--- config.mk ---
export PLATFORM = sky130hd
export DESIGN_NAME = icache_responder
export DESIGN_NICKNAME = d
export VERILOG_FILES = /design/src/rtl/cpu_types_pkg.sv /design/src/rtl/icache_frame_array.sv /design/src/rtl/icache_responder.sv
export SDC_FILE = /design/constraint.sdc
export NUM_CORES = 1
export LEC_CHECK = 0
export ABC_AREA = 1
export ABC_CLOCK_PERIOD_IN_PS = 4300
export CORE_MARGIN = 5
export CORE_UTILIZATION = 40
export DETAILED_ROUTE_END_ITERATION = 10
export DONT_BUFFER_PORTS = 1
export GPL_ROUTABILITY_DRIVEN = 1
export RECOVER_POWER = 50
export SETUP_SLACK_MARGIN = 0.4
export SLEW_MARGIN = 20
export SYNTH_ARGS = -nofsm -noshare
export SYNTH_HDL_FRONTEND = slang
export SYNTH_SLANG_ARGS = --single-unit
export TNS_END_PERCENT = 10
--- constraint.sdc ---
create_clock -name CLK -period 4.3 [get_ports CLK]
set_clock_uncertainty 0.15 [all_clocks]
set_input_delay 1.075 -clock CLK [delete_from_list [all_inputs] [get_ports CLK]]
set_output_delay 1.075 -clock CLK [all_outputs]
set_load 0.02 [all_outputs]
--- src/rtl/cpu_types_pkg.sv ---
// Shared types for the instruction cache responder: address split,
// frame layout and responder state encoding.
package cpu_types_pkg;

    localparam int SETS  = 16;
    localparam int IDX_W = 4;
    localparam int TAG_W = 32 - IDX_W - 2;

    // Fetch address viewed as tag / index / byte offset.
    typedef struct packed {
        logic [TAG_W-1:0] tag;
        logic [IDX_W-1:0] idx;
        logic [1:0]       bytoff;
    } icachef_t;

    // One direct-mapped frame holding a single word.
    typedef struct packed {
        logic             valid;
        logic [TAG_W-1:0] tag;
        logic [31:0]      data;
    } icache_frame_t;

    typedef enum logic {
        IDLE  = 1'b0,
        FETCH = 1'b1
    } icache_state_t;

    // Clears the byte offset so memory only ever sees word addresses.
    function automatic logic [31:0] word_align(input icachef_t a);
        return {a.tag, a.idx, 2'b00};
    endfunction

endpackage

--- src/rtl/icache_frame_array.sv ---
// Frame storage for the instruction cache: SETS frames, one combinational
// read port and one write port that updates on the rising clock edge.
// All frames clear asynchronously when nRST is low.
module icache_frame_array
    import cpu_types_pkg::*;
(
    input  logic                 CLK,
    input  logic                 nRST,
    input  logic [IDX_W-1:0]     ridx,
    output icache_frame_t        rframe,
    input  logic                 wen,
    input  logic [IDX_W-1:0]     widx,
    input  icache_frame_t        wframe
);

    icache_frame_t frames_q [SETS];

    generate
        for (genvar gi = 0; gi < SETS; gi++) begin : g_frame
            // Each frame loads the fill word when it is the write target.
            always_ff @(posedge CLK or negedge nRST) begin
                if (!nRST) begin
                    frames_q[gi] <= '0;
                end else if (wen && (widx == IDX_W'(gi))) begin
                    frames_q[gi] <= wframe;
                end
            end
        end
    endgenerate

    // Zero-latency lookup so a hit is reported in the request cycle.
    assign rframe = frames_q[ridx];

endmodule

--- src/rtl/icache_responder.sv ---
// Instruction cache responder: direct-mapped, one word per frame, read-only.
// Hits are answered combinationally in IDLE; a miss latches the word
// address, holds iREN in FETCH until memory drops iwait, fills the frame
// and returns to IDLE to re-check the current fetch address.
// Optional build macro ICACHE_PERF_EN adds hit/miss performance counters;
// without it hit_count and miss_count are tied to zero.
module icache_responder
    import cpu_types_pkg::*;
(
    input  logic        CLK,
    input  logic        nRST,
    input  logic        imemREN,
    input  logic [31:0] imemaddr,
    output logic        ihit,
    output logic [31:0] imemload,
    output logic        iREN,
    output logic [31:0] iaddr,
    input  logic        iwait,
    input  logic [31:0] iload,
    output logic [31:0] hit_count,
    output logic [31:0] miss_count
);

    icache_state_t state_q, state_d;
    logic [31:0]   miss_q, miss_d;
    logic          iren_q, iren_d;

    icachef_t      req_f;
    icachef_t      miss_f;
    icache_frame_t rd_frame;
    icache_frame_t wr_frame;
    logic          wr_en;
    logic          hit;
    logic          miss_start;
    logic          bytoff_unused;

    assign req_f  = icachef_t'(imemaddr);
    assign miss_f = icachef_t'(miss_q);

    // The byte offset plays no part in lookup or fill.
    assign bytoff_unused = ^req_f.bytoff;

    icache_frame_array u_frames (
        .CLK    (CLK),
        .nRST   (nRST),
        .ridx   (req_f.idx),
        .rframe (rd_frame),
        .wen    (wr_en),
        .widx   (miss_f.idx),
        .wframe (wr_frame)
    );

    // Hit detection and fill-frame assembly.
    always_comb begin
        hit        = (state_q == IDLE) && imemREN && rd_frame.valid &&
                     (rd_frame.tag == req_f.tag);
        miss_start = (state_q == IDLE) && imemREN && !hit;
        wr_en      = (state_q == FETCH) && !iwait;
        wr_frame   = '{valid: 1'b1, tag: miss_f.tag, data: iload};
    end

    assign ihit     = hit;
    assign imemload = hit ? rd_frame.data : 32'h0;
    assign iREN     = iren_q;
    assign iaddr    = miss_q;

    // Next-state logic: IDLE latches a miss, FETCH waits out memory latency.
    always_comb begin
        state_d = state_q;
        miss_d  = miss_q;
        iren_d  = iren_q;
        unique case (state_q)
            IDLE: begin
                if (miss_start) begin
                    state_d = FETCH;
                    miss_d  = word_align(req_f);
                    iren_d  = 1'b1;
                end
            end
            FETCH: begin
                if (!iwait) begin
                    state_d = IDLE;
                    iren_d  = 1'b0;
                end
            end
            default: begin
                state_d = IDLE;
                iren_d  = 1'b0;
            end
        endcase
    end

    // Responder state, miss address and registered memory request.
    always_ff @(posedge CLK or negedge nRST) begin
        if (!nRST) begin
            state_q <= IDLE;
            miss_q  <= 32'h0;
            iren_q  <= 1'b0;
        end else begin
            state_q <= state_d;
            miss_q  <= miss_d;
            iren_q  <= iren_d;
        end
    end

`ifdef ICACHE_PERF_EN
    logic [31:0] hit_cnt_q, hit_cnt_d;
    logic [31:0] miss_cnt_q, miss_cnt_d;

    // Counters wrap naturally at 2^32.
    always_comb begin
        hit_cnt_d  = hit_cnt_q + {31'b0, hit};
        miss_cnt_d = miss_cnt_q + {31'b0, miss_start};
    end

    // Performance counters clear only on reset.
    always_ff @(posedge CLK or negedge nRST) begin
        if (!nRST) begin
            hit_cnt_q  <= 32'h0;
            miss_cnt_q <= 32'h0;
        end else begin
            hit_cnt_q  <= hit_cnt_d;
            miss_cnt_q <= miss_cnt_d;
        end
    end

    assign hit_count  = hit_cnt_q;
    assign miss_count = miss_cnt_q;
`else
    assign hit_count  = 32'h0;
    assign miss_count = 32'h0;
`endif

endmodule
### Word-level counts from Yosys, hierarchy flattened

Index checks and enable logic that the tools add are counted.

* bits in registers: 976
* input bits: 68
* word-level logic and storage cells: 108

* magnitude comparators: 1
* equal/unequal tests: 18
* multiplexer cells: 10
* bitwise operators: 2
* reduce and logical (&&, ||, !) cells: 26

Operators with widths (number)
* binary-select mux 59 bit (select 4 bit): 1
* 2-to-1 mux 59 bit: 2
* == test 4 bit, second input constant: 8
* 2-to-1 mux 32 bit: 1
* == test 26 bit: 1
* logical AND 1 bit: 21
* == test 4 x 3 -> 1 bit, second input constant: 4
* == test 4 x 2 -> 1 bit, second input constant: 2
* greater-or-equal comparator 5 bit, second input constant: 1
* NOT 4 -> 5 bit: 1
* == test 4 x 1 -> 1 bit, second input constant: 1
* zero test 4 bit: 1
* 2-to-1 mux 1 bit: 4
* inequality test 2 bit, second input constant: 2
* case mux 1 bit (2 select lines): 2
* AND reduction 2 bit: 2
* zero test 1 bit: 2
* NOT 1 bit: 1

### Depth between registers and ports, before layout

Gate-level depths: netlist (run 1).

* depth after elaboration: 10
* gate-level depth with buffers: 22
* depth with buffers taken out: 18

### By module

From an unflattened synthesis (run 1), not the netlist that was laid out.

* cells, all modules: 6415
* area, all modules: 48564.1 µm²

Modules (own cells, without submodules)
* icache_frame_array: times used 1, cells an instance 5971, area an instance 45573.7 µm², sequential area each 23622.7 µm²
* icache_responder: times used 1, cells an instance 444, area an instance 2990.4 µm², sequential area each 800.8 µm²

### Worst setup path before layout (run 1)

Ideal clock, no wire load.

* path kind: input port to output port
* start point: in imemaddr[2]
* end point: out imemload[0]
* arrival time: 3.122 ns
* slack: -0.047 ns
* stages: 12
* path buffers: 6
* cell sequence: buf_4 -> inv_2 -> buf_6 -> buf_6 -> buf_4 -> buf_2 -> clkbuf_1 -> nand2_1 -> a32o_1 -> o211ai_1 -> o31ai_1 -> nor3_1

* word-level cells in the longest chain between the ends: 7
* elaborated cells between the ends (all ways): 8
* those cells by class: 1 x eq/ne; 4 x mux; 1 x bitwise; 2 x reduce/logical

RTL lines
* start, declared: RTL line icache_responder.sv:13 `input logic [31:0] imemaddr,`
* NOT 4 -> 5 bit (implied by the code) (*): RTL line icache_frame_array.sv:32 `assign rframe = frames_q[ridx];`
* binary-select mux 59 bit (select 4 bit) (*): RTL line icache_frame_array.sv:32
* 2-to-1 mux 59 bit (implied by the code) (*) (2 in a row): RTL line icache_frame_array.sv:32
* == test 26 bit or logical AND 1 bit (tied branches): RTL line icache_responder.sv:56, icache_responder.sv:55
* logical AND 1 bit: RTL line icache_responder.sv:55 `hit = (state_q == IDLE) && imemREN && rd_frame.valid &&`
* 2-to-1 mux 32 bit (*): RTL line icache_responder.sv:63 `assign imemload = hit ? rd_frame.data : 32'h0;`
* end, declared: RTL line icache_responder.sv:15 `output logic [31:0] imemload,`

Every way passes the cells marked *; elsewhere a longest branch is shown, timed or not. The select of a mux whose other input is x is not followed.

### Worst setup path in the final report (run 1)

* start point: in imemaddr[2]
* end point: out imemload[25]

Same word-level chain as after synthesis.

==> results.py, run 1 <==
metrics = {
    "status": {
        "status": "complete, but fails checks",
        "violations": "capacitance limit, slew limit, setup timing",
    },
    "min_path": {
        "hp-class": "flop to flop",
    },
    "worst_setup_path": {
        "cpMaxStageDelayCell": "inv_16",
        "crit_type": "input pin to output port",
        "critPathArrivalTime_ns": 4.11,
        "crit_chain": "inv_16 > buf_16 > nand2_1 > nand3_1 > nand3_1 > nand3_1 > nand2_1 > nand2_1 > nand4_1 > or2_0 > nor2_2 > nand2_4 > buf_12 > nor3_4",
        "path_buf_inv": 3,
        "end_kind": "output port",
        "max_stage_delay_ns": 0.36,
        "path_delay_family": "simple AND/OR/NAND/NOR gates",
        "crit_fanout": 503,
        "cp.required_ns": 3.07,
        "start_kind": "input pin",
    },
    "floorplan": {
        "fp.coreArea_um2": 112000,
        "io_pins": 198,
        "fp.dieW_um": 345,
        "die_area_um2": 119000,
        "die_y_um": 345,
        "row_count": 123,
        "start_util_pct": 40.2,
    },
    "grt": {
        "grt_antenna_before_repair": 7,
        "grt_overflow": 0,
        "grt_use_total_pct": 22.2,
        "grt_max_degree": 504,
        "grt_pass1_vias": 34800,
        "grt_pass1_wl_um": 211000,
    },
    "route": {
        "drc": 0,
        "drtPass1Iterations": 6,
        "wl_um": 136000,
        "route.vias.total": 36900,
        "antenna_left": 0,
        "viasPerCell": 5.35,
        "drt_iter0_markers": 4047,
        "wl_per_cell_um": 19.7,
    },
    "sta": {
        "rsz0062_at_grt": "yes",
        "fin_crit_sh_pct": 124,
        "hold_ws_ns": 0.299,
        "tightest_slew_ns": 3.16,
        "setup_viol": 33,
        "slew_headroom_pct": -111,
        "maxSlewViolCount": 1045,
        "fmax_mhz": 187,
        "setup_ws_ns": -1.04,
        "hold_violations": 0,
        "tns_ns": -32.55,
        "final.min_clock_period_ns": 5.34,
    },
    "yosys": {
        "netlist_area_um2": 45000,
        "synth_cells": 5496,
        "syn_area_per_cell_um2": 8.19,
        "ys_warn_count": 0,
        "ys_seq_area_share_pct": 54.3,
        "ys_ff_latch": 976,
        "synth_cell_types": 30,
    },
    "cells_and_area": {
        "final_cells": 6890,
        "nNetsFinal": 5376,
        "post-route-util_pct": 45.3,
        "most-common-layout-cells": "1,785 x nand2_1, 988 x o21ai_0, 976 x dfrtp_1",
        "drive_gt1_share_pct": 7.89,
        "syn_to_final_growth_pct": 12.9,
        "multi_input_area_um2": 18100,
        "final.fill_count": 11000,
        "final_common_cell": "nand2_1",
        "seqCellArea_um2": 24400,
    },
    "power": {
        "p_leak_nw": 23.7,
        "p_per_area_nw_per_um2": 595,
        "ir_drop_uv": 322,
        "p_total_mw": 30.2,
    },
    "cts": {
        "cts.sinks": 976,
        "clock-root-buffer": "clkbuf_16",
        "worst_skew_pair.late_latency_ns": 0.69,
        "h-tree-depth": 3,
        "cts_max_path_buffers": 3,
        "clk_pin_slew_ns": 0.06,
        "cts_inserted_buffers": 103,
        "cts_tree": "yes",
    },
    "placement": {
        "dp_cells": 6689,
        "hpwl_um": 70700,
        "finalWeightedCongestion": 0.799,
        "io_buffers": 0,
    },
    "job": {
        "maxCapViolations": 12,
    },
}
[cell usage after synthesis, drive strengths merged]
library cell / count / area, µm²
or2: 3 / 18.8
and3: 1 / 6.26
buf: 192 / 1140
a21oi: 239 / 1200
dfrtp: 976 / 24400
clkbuf: 336 / 1260
nand3b: 3 / 22.5
nand2: 1807 / 6790
o211ai: 54 / 405
clkinv: 2 / 7.51
o32ai: 2 / 17.5
a32o: 27 / 270
nor2: 143 / 537
nand3: 278 / 1390
a221oi: 74 / 648
a221o: 27 / 270
nand4: 12 / 75.1
inv: 254 / 953
conb: 1 / 3.75
o31ai: 30 / 225
o21ai: 1003 / 5020
nor3: 32 / 305
[flip-flops by register name (all words and copies together), names as in the netlist]
register,flops
u_frames.frames_q,944
iaddr,30
iREN,1
state_q,1
[through the flow]
| stage | setup WS, ns | cell area, µm² |
|---|---|---|
| 6_report | -1.04 | 50800 |
| 5_1_grt | -0.782 | 50800 |
| 4_1_cts | -0.288 | 50700 |
| 3_5_place_dp | -0.497 | 46800 |
| 3_3_place_gp | -0.537 | 46600 |
| 2_1_floorplan | 0.0673 | 45400 |
[per-layer routing]
metal	vias to the layer above	track usage [%]	part of all wire (%)
met1	18000	31.7	46
met5	-	0	0.050
li1	17600	-	-
met4	8	6.06	2.6
met2	1073	35.5	46
met3	187	3.25	5.8
[worst reg2reg max path, delay by kind of cell, from the launching register on]
family          cells  cell delay (ns)
simple gates        2             0.24
flops               1             0.42
buf+inv             3             2.64
compound gates      1             0.39
[cell families after synthesis]
group	count (synthesis)	synth area share, %
flip-flops	976	54.3
AO/OA/AOI/OAI	1456	17.9
AND/OR/NAND/NOR	2279	20.3
buffers and inverters	784	7.48
other	1	0.00834
[timing repair]
action / in CTS / in global routing
buffers inserted: 2 / 4
setup endpoints to repair: 33 / 33
cloned: 5 / 2
endpoints found under the hold margin: 116 / 0
hold buffers: 1 / 0
pin swaps: 9 / 23
gates resized for setup: 43 / 54
[final cells by class]
class	instances	area share [%]
Antenna cell	3	0.0148
Clock buffer	154	5.89
Clock inverter	30	1.01
Inverter	256	1.99
Multi-Input combinational cell	3801	35.6
Sequential cell	976	48.1
Tap cell	1500	3.70
Timing Repair Buffer	168	3.69
Timing Repair inverter	2	0.0567
[power by group]
part	internal (mW)	switching, mW	total [mW]
sequential	12.8	2.05	14.9
combinational	2.56	3.54	6.10
clock	5.42	3.80	9.22
total	20.8	9.39	30.2
[worst paths after layout]
check / depth (start not counted) / slack, ns / start / to
setup / recovery: 14 / -1.04 / imemaddr[2] / imemload[25]
hold / removal: 2 / 0.30 / u_frames.frames_q[294] / u_frames.frames_q[294]
setup reg to reg: 6 / 0.17 / state_q / u_frames.frames_q[585]
hold reg to reg: 2 / 0.30 / u_frames.frames_q[294] / u_frames.frames_q[294]
max in group asynchronous: 3 / 0.43 / nRST / u_frames.frames_q[253]
min in group asynchronous: 1 / 0.82 / nRST / u_frames.frames_q[636]
No activity file was read; power rests on OpenSTA's default activity.
==> run 2, diff against run 1 <==
Settings changed: PLACE_DENSITY set to 0.59, SETUP_SLACK_MARGIN 0.4 to unset.
==> run 2 against run 1 <==
  * The run still ends with capacitance limit, slew limit, setup timing left
  * Maximum frequency increased by 2.6%
  * Setup slack gained 0.14 ns
  * Critical path depth grew 3
  * Final area is 1.1% lower
  * Worst hold slack worse by 0.12 ns
  * Non-clock buffer count grew 9
  * Final cell count about the same
  * Core utilization fell by 0.50 points
  * Critical path type unchanged
  * Sequential cell count unchanged
  * Count of clock-buffer cells in the layout fell by 6
==> results.py, run 2 (synthesized netlist as in run 1, its figures left out) <==
metrics = {
    "status": {
        "status": "complete, but fails checks",
        "violations": "capacitance limit, slew limit, setup timing",
    },
    "worst_setup_path": {
        "crit_fanout": 503,
        "startpoint": "imemaddr[2]",
        "critPathArrivalTime_ns": 3.97,
        "crit_chain": "clkinv_16 > buf_16 > buf_12 > nor2_1 > nor2_1 > o21ai_1 > nand3_1 > nand3_1 > nand2_1 > nand2_1 > nand4_1 > nor2_1 > nand3b_1 > buf_6 > buf_16 > nor3_4 > buf_4",
        "reg2reg_depth": 6,
        "start_kind": "input pin",
        "crit_type": "input pin to output port",
        "max_stage_delay_ns": 0.24,
        "cp.required_ns": 3.07,
        "reg2reg_slack_ns": 0.08,
        "cpMaxStageDelayCell": "buf_16",
        "cp_common_cell": "nor2_1",
        "end_kind": "output port",
        "r2r_end": "u_frames.frames_q[228]",
        "rr_startpoint": "state_q",
    },
    "cts": {
        "clk_pin_slew_ns": 0.06,
        "cts.sinks": 976,
        "cts_tree": "yes",
        "cts_max_path_buffers": 3,
        "clock-root-buffer": "clkbuf_16",
        "worst_skew_pair.late_latency_ns": 0.67,
        "cts_inserted_buffers": 101,
        "h-tree-depth": 3,
    },
    "route": {
        "drc": 0,
        "drtPass1Iterations": 6,
        "route.vias.total": 36900,
        "viasPerCell": 5.34,
        "wl_um": 137000,
        "wl_per_cell_um": 19.8,
        "antenna_left": 0,
        "drt_iter0_markers": 3571,
    },
    "grt": {
        "grt_max_degree": 504,
        "grt_use_total_pct": 22.2,
        "grt_pass1_vias": 34600,
        "grt_antenna_before_repair": 3,
        "grt_pass1_wl_um": 211000,
        "grt_overflow": 0,
    },
    "sta": {
        "setup_ws_ns": -0.899,
        "fmax_mhz": 192,
        "final.min_clock_period_ns": 5.20,
        "hold_violations": 0,
        "rsz0062_at_grt": "yes",
        "slew_headroom_pct": -80.9,
        "tightest_slew_ns": 2.71,
        "setup_viol": 33,
        "fin_crit_sh_pct": 121,
        "hold_ws_ns": 0.174,
        "maxSlewViolCount": 875,
        "tns_ns": -28.54,
    },
    "floorplan": {
        "fp.dieW_um": 345,
        "io_pins": 198,
        "row_count": 123,
        "fp.coreArea_um2": 112000,
        "die_y_um": 345,
        "start_util_pct": 40.2,
        "die_area_um2": 119000,
    },
    "cells_and_area": {
        "most-common-layout-cells": "1,800 x nand2_1, 994 x o21ai_0, 976 x dfrtp_1",
        "nNetsFinal": 5382,
        "syn_to_final_growth_pct": 11.6,
        "largest_reg_flops": 944,
        "largest_register": "u_frames.frames_q",
        "final_common_cell": "nand2_1",
        "post-route-cell-area_um2": 50200,
        "drive_gt1_share_pct": 7.41,
    },
    "power": {
        "p_leak_nw": 23.4,
        "ir_drop_uv": 372,
        "p_per_area_nw_per_um2": 595,
        "p_total_mw": 29.9,
    },
    "placement": {
        "finalWeightedCongestion": 0.828,
        "placed_area_um2": 46700,
        "place_ws_ns": -0.597,
        "io_buffers": 0,
        "hpwl_um": 70900,
    },
    "min_path": {
        "hp-class": "input pin to async pin",
    },
    "job": {
        "maxCapViolations": 9,
    },
}
==> run 2: changes by cell type in the layout (fill, tap and decap cells not counted), moves of 9 or more <==
cell,previous run,this run
nand3_1,238,265
buf_4,97,123
nor3_2,2,29
nand3_4,15,4
nand2_1,1785,1800
clkbuf_1,35,23
nand3_2,25,9
nand2_2,18,5
nor3_4,30,3
buf_12,31,22
clkinv_2,8,24
==> run 2: cell type report <==
| class | instances | area [µm²] |
|---|---|---|
| diodes | 1 | 2.50 |
| clock buffers | 148 | 2990 |
| clock inverters | 36 | 410 |
| fillers | 11200 | 61800 |
| inverters | 256 | 1000 |
| multi-input cells | 3801 | 17600 |
| flip-flops and latches | 976 | 24400 |
| well taps | 1500 | 1880 |
| repair buffers | 177 | 1900 |
| repair inverters | 1 | 11.3 |
==> run 2: how the worst max path moves through the flow <==
| stage | endpoint | slack (ns) |
|---|---|---|
| final | imemload[31] | -0.90 |
| after floorplan | imemload[1] | -0.05 |
| after global routing | imemload[27] | -0.63 |
| after global placement | imemload[27] | -0.48 |
| after detailed placement | imemload[31] | -0.60 |
| after CTS | imemload[9] | -0.39 |
==> run 2: what timing repair did <==
action,CTS,global route
cloned,6,0
pin swaps,1,0
hold endpoints to repair,0,0
hold buffers,0,0
buffers inserted,2,0
gates resized for setup,24,10
setup endpoints to repair,33,33
==> run 2: power breakdown <==
part / switching, mW / total, mW / leakage [nW] / internal (mW)
Sequential: 2.03 / 14.8 / 12.8 / 12.8
Combinational: 3.48 / 6.01 / 8.86 / 2.53
Clock: 3.74 / 9.02 / 1.70 / 5.28
==> run 2: metrics by stage <==
stage	util (%)	instances
finish	44.8	6896
global route	44.8	6895
CTS	44.9	6893
detailed placement	41.7	6701
global placement	41.5	6695
floorplan	-	5561
==> run 2: critical path, delay by kind of cell <==
family	cells	cell delay [ns]
buffers and inverters	6	1.15
AO/OA/AOI/OAI	1	0.09
AND/OR/NAND/NOR	10	1.09
==> run 2: per-layer routing <==
metal	GRT usage [%]	part of all wire, %	wire (µm)	up-vias
met4	5.14	2.3	3080	2
met3	4.11	6.1	8370	184
met1	30.8	45	61700	18000
met2	36.4	46	63400	1022
met5	0	0.0051	7	-
li1	-	-	-	17600
